--- src/rtl/regfile_sb_if.sv ---
// Decode/writeback-side bundle for the register file and its pending-write scoreboard.
// Latency: carries combinational read data and busy flags back to the decode stage.
// Backpressure: none on the bus itself; decode stalls on rdN_busy.
interface regfile_sb_if #(
    parameter int WIDTH = 32
);
    logic [4:0]       ra1;
    logic [4:0]       ra2;
    logic [WIDTH-1:0] rd1;
    logic [WIDTH-1:0] rd2;
    logic             we;
    logic [4:0]       wa;
    logic [WIDTH-1:0] wd;
    logic             issue;
    logic [4:0]       issue_dst;
    logic             rd1_busy;
    logic             rd2_busy;
    logic             sb_err;

    // Pipeline side: decode drives read addresses and issues, writeback drives the write port.
    modport master (
        output ra1, ra2, we, wa, wd, issue, issue_dst,
        input  rd1, rd2, rd1_busy, rd2_busy, sb_err
    );

    // Register file side.
    modport slave (
        input  ra1, ra2, we, wa, wd, issue, issue_dst,
        output rd1, rd2, rd1_busy, rd2_busy, sb_err
    );
endinterface

--- src/rtl/regfile_sb.sv ---
// Register file (r0 hardwired to zero) with per-register 2-bit pending-write counters.
// Latency: reads and busy are combinational with write-through bypass; writes land 1 edge later.
// Backpressure: none; decode stalls on rdN_busy, protocol violations set sticky sb_err.
module regfile_sb #(
    parameter int WIDTH = 32,
    parameter int NREG  = 32
) (
    input  logic         clk,
    input  logic         rst_n,
    regfile_sb_if.slave  bus
);
    logic [WIDTH-1:0] regs_q [NREG];
    logic [WIDTH-1:0] regs_d [NREG];
    logic [1:0]       cnt_q  [NREG];
    logic [1:0]       cnt_d  [NREG];
    logic             sb_err_q;
    logic             sb_err_d;

    logic [1:0]       ret1;
    logic [1:0]       ret2;

    // Next state of the array: a single write port, writes to r0 are discarded.
    always_comb begin
        regs_d = regs_q;
        if (bus.we && (bus.wa != 5'd0)) begin
            regs_d[bus.wa] = bus.wd;
        end
        regs_d[0] = '0;
    end

    // Scoreboard: issue increments, retire decrements, both together cancel; saturate and flag errors.
    always_comb begin
        cnt_d    = cnt_q;
        sb_err_d = sb_err_q;
        for (int r = 1; r < NREG; r++) begin
            if ((bus.issue && (bus.issue_dst == 5'(r))) && !(bus.we && (bus.wa == 5'(r)))) begin
                if (cnt_q[r] == 2'd3) begin
                    sb_err_d = 1'b1;
                end else begin
                    cnt_d[r] = cnt_q[r] + 2'd1;
                end
            end else if (!(bus.issue && (bus.issue_dst == 5'(r))) && (bus.we && (bus.wa == 5'(r)))) begin
                if (cnt_q[r] == 2'd0) begin
                    sb_err_d = 1'b1;
                end else begin
                    cnt_d[r] = cnt_q[r] - 2'd1;
                end
            end
        end
        cnt_d[0] = 2'd0;
    end

    // State registers; synchronous reset discards all in-flight state and overrides we/issue.
    always_ff @(posedge clk) begin
        if (!rst_n) begin
            for (int r = 0; r < NREG; r++) begin
                regs_q[r] <= '0;
                cnt_q[r]  <= 2'd0;
            end
            sb_err_q <= 1'b0;
        end else begin
            for (int r = 0; r < NREG; r++) begin
                regs_q[r] <= regs_d[r];
                cnt_q[r]  <= cnt_d[r];
            end
            sb_err_q <= sb_err_d;
        end
    end

    // Operand reads with bypass, and busy that discounts a write retiring this very cycle.
    always_comb begin
        ret1 = {1'b0, bus.we && (bus.wa == bus.ra1)};
        ret2 = {1'b0, bus.we && (bus.wa == bus.ra2)};

        bus.rd1 = '0;
        if (bus.ra1 != 5'd0) begin
            bus.rd1 = (bus.we && (bus.wa == bus.ra1)) ? bus.wd : regs_q[bus.ra1];
        end
        bus.rd2 = '0;
        if (bus.ra2 != 5'd0) begin
            bus.rd2 = (bus.we && (bus.wa == bus.ra2)) ? bus.wd : regs_q[bus.ra2];
        end

        bus.rd1_busy = (bus.ra1 != 5'd0) && ((cnt_q[bus.ra1] - ret1) != 2'd0);
        bus.rd2_busy = (bus.ra2 != 5'd0) && ((cnt_q[bus.ra2] - ret2) != 2'd0);
        bus.sb_err   = sb_err_q;
    end
endmodule

--- src/flat_wrapper.sv ---
// flat-port wrapper written by rule: the top's interface ports become plain ports
module regfile_sb_flat 
#(
    parameter int WIDTH = 32,
    parameter int NREG  = 32
)
  (clk, rst_n, bus_ra1, bus_ra2, bus_we, bus_wa, bus_wd, bus_issue, bus_issue_dst, bus_rd1, bus_rd2, bus_rd1_busy, bus_rd2_busy, bus_sb_err);
  regfile_sb_if #(.WIDTH(WIDTH)) bus_i ();
  input  logic clk;
  input  logic rst_n;
  input wire logic [$bits(bus_i.ra1)-1:0] bus_ra1;
  input wire logic [$bits(bus_i.ra2)-1:0] bus_ra2;
  input wire logic [$bits(bus_i.we)-1:0] bus_we;
  input wire logic [$bits(bus_i.wa)-1:0] bus_wa;
  input wire logic [$bits(bus_i.wd)-1:0] bus_wd;
  input wire logic [$bits(bus_i.issue)-1:0] bus_issue;
  input wire logic [$bits(bus_i.issue_dst)-1:0] bus_issue_dst;
  output wire logic [$bits(bus_i.rd1)-1:0] bus_rd1;
  output wire logic [$bits(bus_i.rd2)-1:0] bus_rd2;
  output wire logic [$bits(bus_i.rd1_busy)-1:0] bus_rd1_busy;
  output wire logic [$bits(bus_i.rd2_busy)-1:0] bus_rd2_busy;
  output wire logic [$bits(bus_i.sb_err)-1:0] bus_sb_err;
  assign bus_i.ra1 = bus_ra1;
  assign bus_i.ra2 = bus_ra2;
  assign bus_i.we = bus_we;
  assign bus_i.wa = bus_wa;
  assign bus_i.wd = bus_wd;
  assign bus_i.issue = bus_issue;
  assign bus_i.issue_dst = bus_issue_dst;
  assign bus_rd1 = bus_i.rd1;
  assign bus_rd2 = bus_i.rd2;
  assign bus_rd1_busy = bus_i.rd1_busy;
  assign bus_rd2_busy = bus_i.rd2_busy;
  assign bus_sb_err = bus_i.sb_err;
  regfile_sb #(.WIDTH(WIDTH), .NREG(NREG)) u_core (.clk(clk), .rst_n(rst_n), .bus(bus_i));
endmodule
--- config.mk ---
export PLATFORM = sky130hd
export DESIGN_NAME = regfile_sb_flat
export DESIGN_NICKNAME = d
export VERILOG_FILES = /design/src/rtl/regfile_sb_if.sv /design/src/rtl/regfile_sb.sv /design/src/flat_wrapper.sv
export SDC_FILE = /design/constraint.sdc
export NUM_CORES = 2
export LEC_CHECK = 0
export BUFFER_PORTS_ARGS = -buffer_cell sky130_fd_sc_hd__buf_2
export CORE_UTILIZATION = 33
export CTS_CLUSTER_SIZE = 12
export DETAILED_ROUTE_END_ITERATION = 8
export SETUP_SLACK_MARGIN = 0.4
export SLEW_MARGIN = 20
export SYNTH_ARGS = -nofsm -noshare
export SYNTH_HDL_FRONTEND = slang
export SYNTH_SLANG_ARGS = --single-unit
--- constraint.sdc ---
create_clock -name clk -period 5.15 [get_ports clk]
set_input_delay 1.03 -clock clk [delete_from_list [all_inputs] [get_ports clk]]
set_output_delay 1.03 -clock clk [all_outputs]
set_load 0.05 [all_outputs]
==> report_table.html <==
<table>
<tr><th>Metric</th><th>Value</th></tr>
<tr><th colspan="2">Route</th></tr>
<tr><td>Router iterations before antenna repair</td><td>6</td></tr>
<tr><td>Initial drt markers</td><td>7,816</td></tr>
<tr><td>DRC violation count after routing</td><td>0</td></tr>
<tr><td>Count of nets left with antenna violations after detail routing</td><td>0</td></tr>
<tr><td>Drt wl/cell</td><td>a little over 30 um</td></tr>
<tr><td>Drt total wl</td><td>269,000 um</td></tr>
<tr><td>DR vias/cell</td><td>6.16</td></tr>
<tr><td>Routed via count</td><td>54,800</td></tr>
<tr><th colspan="2">Floorplanning</th></tr>
<tr><td>Horizontal die dimension</td><td>roughly 430 um</td></tr>
<tr><td>Number of placed I/O pins</td><td>123</td></tr>
<tr><td>Die boundary height</td><td>425 um</td></tr>
<tr><td>Initial standard-cell utilization of the core</td><td>0.334</td></tr>
<tr><td>Die footprint</td><td>181,000 sq um</td></tr>
<tr><td>Standard-cell row count</td><td>between 150 and 200</td></tr>
<tr><td>Placeable core region</td><td>177,000 sq um</td></tr>
<tr><th colspan="2">Global routing</th></tr>
<tr><td>Overflow left after global routing</td><td>0</td></tr>
<tr><td>Total track usage</td><td>0.289</td></tr>
<tr><td>Via count of the first global-routing pass</td><td>51,600</td></tr>
<tr><td>Wire length of the first global-routing pass</td><td>381,000 um</td></tr>
<tr><td>Number of antenna violations at the first check in global routing</td><td>24</td></tr>
<tr><td>Maximum number of pins on one net before global-route repair</td><td>roughly 150</td></tr>
<tr><th colspan="2">Clock tree</th></tr>
<tr><td>Number of buffers on the longest clock path</td><td>3</td></tr>
<tr><td>Clock transition at path regs</td><td>0.06 ns</td></tr>
<tr><td>Root Buffer Master</td><td>clkbuf_16</td></tr>
<tr><td>Clock tree from TritonCTS</td><td>done</td></tr>
<tr><td>Number of levels the H-tree was split into</td><td>3</td></tr>
<tr><td>Hold bufs inserted after CTS</td><td>0</td></tr>
<tr><td>Clock latency reported for the late side of the worst-skew pair</td><td>0.77 ns</td></tr>
<tr><td>Number of sinks driven by the clock tree</td><td>1,055</td></tr>
<tr><td>Total CTS buffers</td><td>116</td></tr>
<tr><td>Post-CTS setup-driven buffer insertion count</td><td>0</td></tr>
<tr><th colspan="2">Setup path</th></tr>
<tr><td>Arrival time of the worst setup path</td><td>3.81 ns</td></tr>
<tr><td>Highest net fanout along the worst path</td><td>19</td></tr>
<tr><td>Kind of start point of the critical path</td><td>input pin</td></tr>
<tr><td>Library cell contributing the largest single delay on the critical path</td><td>nor3_2</td></tr>
<tr><td>Dominant cell type by count on the critical path</td><td>buf_4</td></tr>
<tr><td>Worst reg-to-reg setup slack</td><td>3.08 ns</td></tr>
<tr><td>Worst path top cell family by delay</td><td>buffers and inverters</td></tr>
<tr><td>CP cell instances</td><td>buf_4 &gt; buf_4 &gt; nand2b_1 &gt; buf_12 &gt; o22ai_1 &gt; a211oi_1 &gt; nor3_2 &gt; buf_4 &gt; buf_12</td></tr>
<tr><td>Bufs and invs on worst path</td><td>5</td></tr>
<tr><td>Category of the most critical setup path</td><td>input pin to output pin</td></tr>
<tr><td>CP endpoint kind</td><td>output pin</td></tr>
<tr><td>Data required time at the worst endpoint</td><td>4.12 ns</td></tr>
<tr><td>Crit path largest cell delay</td><td>0.68 ns</td></tr>
<tr><th colspan="2">Power</th></tr>
<tr><td>Overall power after layout</td><td>0.0192 W</td></tr>
<tr><td>Pwr dens</td><td>between 200 and 300 nW/um^2</td></tr>
<tr><td>Leak Pwr</td><td>21.8 nW</td></tr>
<tr><td>Peak VDD IR</td><td>0.252 mV</td></tr>
<tr><th colspan="2">Timing</th></tr>
<tr><td>Sum of negative setup slack</td><td>0 ns</td></tr>
<tr><td>Fin Clk Skew</td><td>0.0136 ns</td></tr>
<tr><td>RSZ-0062 raised after global routing</td><td>true</td></tr>
<tr><td>Final Hold Viols</td><td>0</td></tr>
<tr><td>Minimum clock period</td><td>4.84 ns</td></tr>
<tr><td>Worst slew margin relative to its limit</td><td>0.166</td></tr>
<tr><td>Fraction of the cycle the final worst path needs</td><td>0.940</td></tr>
<tr><td>Setup violation total in the final timing report</td><td>0</td></tr>
<tr><td>Worst Hold Margin</td><td>0.472 ns</td></tr>
<tr><td>Final count of pins violating max slew</td><td>0</td></tr>
<tr><td>Maximum operating frequency</td><td>0.207 GHz</td></tr>
<tr><td>Slew at the pin with the worst max-slew slack</td><td>1.25 ns</td></tr>
<tr><th colspan="2">Yosys</th></tr>
<tr><td>Number of nets produced by synthesis</td><td>6,710</td></tr>
<tr><td>Instance count of the mapped netlist</td><td>6,654</td></tr>
<tr><td>Count of flip-flops with a built-in enable after synthesis</td><td>0</td></tr>
<tr><td>Share of the yosys chip area belonging to registers</td><td>0.357</td></tr>
<tr><td>Prevailing post-synth register cell</td><td>dfxtp_1</td></tr>
<tr><td>Distinct cell type count after synthesis</td><td>80</td></tr>
<tr><td>Post-synthesis instance area</td><td>59,100 sq um</td></tr>
<tr><td>Proportion of register bits with asynchronous set or reset after synthesis</td><td>0</td></tr>
<tr><td>Synthesis warning total</td><td>0</td></tr>
<tr><td>FF+latch count, synth</td><td>1,055</td></tr>
<tr><td>Synth Area per Inst</td><td>8.88 sq um</td></tr>
<tr><th colspan="2">Finish</th></tr>
<tr><td>Commonest cells after routing, fill and taps aside</td><td>nand2_1, dfxtp_1, a21boi_0</td></tr>
<tr><td>Fraction of layout cells with a size suffix above 1</td><td>0.183</td></tr>
<tr><td>Synth-to-layout area growth</td><td>14.3%</td></tr>
<tr><td>Net count, final</td><td>6,506</td></tr>
<tr><td>Post-route insts no fill</td><td>8,895</td></tr>
<tr><td>Core occupancy in the finished layout</td><td>0.381</td></tr>
<tr><td>Most common library cell in the layout ignoring fill and taps</td><td>nand2_1</td></tr>
<tr><th colspan="2">Placement</th></tr>
<tr><td>Buffers added on ports</td><td>approximately 120</td></tr>
<tr><td>DP Wirelength</td><td>163,000 um</td></tr>
<tr><td>Routability congestion estimate</td><td>0.971</td></tr>
<tr><td># placed instances</td><td>8,671</td></tr>
<tr><th colspan="2">Run status</th></tr>
<tr><td>Result of the run</td><td>finished clean</td></tr>
<tr><th colspan="2">Flow run</th></tr>
<tr><td>Max-capacitance violation count</td><td>0</td></tr>
<tr><th colspan="2">Min path</th></tr>
<tr><td>Tightest Hold Check Type</td><td>register to register</td></tr>
</table>
## through the flow
| step | instance area [sq um] | setup slack [ns] |
|---|---|---|
| detailed placement | 63400 | -0.0668 |
| global route | 67500 | 0.360 |
| CTS | 67400 | 0.404 |
| global placement | 63400 | -0.179 |
| floorplan | 59100 | 0.413 |
| finish | 67500 | 0.311 |
## report_power, final
part | leakage, nW | switching, W | internal [W] | total [W]
Sequential | 8.50 | 0.0000545 | 0.00822 | 0.00828
Combinational | 11.3 | 0.00146 | 0.000759 | 0.00222
Clock | 1.92 | 0.00369 | 0.00502 | 0.00872
## layout make-up
cell class | count | area [sq um]
well taps | 2340 | 2930
multi-input cells | 4862 | 35400
clock inverters | 36 | 462
repair buffers | 395 | 4050
fillers | 17300 | 110000
inverters | 20 | 77.6
flip-flops and latches | 1055 | 21100
clock buffers | 166 | 3420
diodes | 21 | 52.6
## flip-flops by register name, summed over array words and instances (netlist names)
name / flops
u_core.bus.sb_err: 1
u_core.cnt_q: 62
u_core.regs_q: 992
## layer usage
| layer | GRT usage | wire length, um | share of wire | vias up |
|---|---|---|---|---|
| met5 | 0 | 73 | 0.00027 | - |
| met4 | 0.230 | 23400 | 0.087 | 10 |
| met3 | 0.0702 | 30800 | 0.11 | 928 |
| met2 | 0.422 | 114000 | 0.42 | 3718 |
| met1 | 0.364 | 101000 | 0.37 | 27000 |
| li1 | - | - | - | 23100 |
## synthesized netlist by cell type (17+ instances only)
library cell	instances	share of area
mux4_2	436	0.17
o21ai_0	101	0.0086
a21boi_0	1042	0.13
a211oi_1	39	0.0050
a221oi_1	63	0.0093
a22oi_1	34	0.0043
nand2_1	2131	0.14
a21oi_1	108	0.0091
a22o_1	37	0.0055
o211ai_1	35	0.0044
o22ai_1	35	0.0037
buf_2	89	0.0075
o221ai_1	41	0.0061
or3_1	17	0.0018
a2111oi_0	19	0.0028
dfxtp_1	1055	0.36
clkbuf_1	543	0.034
clkbuf_2	23	0.0019
nor2_1	114	0.0072
nor2b_1	21	0.0022
inv_1	19	0.0012
buf_1	24	0.0015
o21a_1	23	0.0029
mux2_2	64	0.012
buf_4	35	0.0044
nand3_1	45	0.0038
nor3_1	66	0.0056
mux2i_1	235	0.040
## kinds of logic (layout without fill, tap and decap cells)
kind of cell / count (synthesis) / after routing / share of synthesized area
buf+inv: 737 / 617 / 0.0518
compound gates: 1626 / 1626 / 0.202
other cells: 0 / 21 / 0
simple gates: 2489 / 2489 / 0.169
flops: 1055 / 1055 / 0.357
mux: 735 / 735 / 0.218
xor+xnor: 12 / 12 / 0.00178
## path summary, 6_finish.rpt
path	start	endpoint	depth (start not counted)
setup reg to reg	u_core.cnt_q[46]	u_core.bus.sb_err	5
hold reg to reg	u_core.regs_q[1]	u_core.regs_q[1]	2
setup / recovery	bus_ra2[4]	bus_rd2[2]	9
hold / removal	u_core.regs_q[1]	u_core.regs_q[1]	2
## worst reg2reg max path, delay by kind of cell (launching register included)
family,cells,cell delay [ns]
compound gates,3,0.81
flops,1,0.54
simple gates,2,0.61
## what timing repair did
item,4_1_cts,5_1_grt
pin swaps,2,2
resized for setup,11,13
gates cloned,0,1
endpoints found under the setup margin,13,9
(Power assumes the default switching activity.)
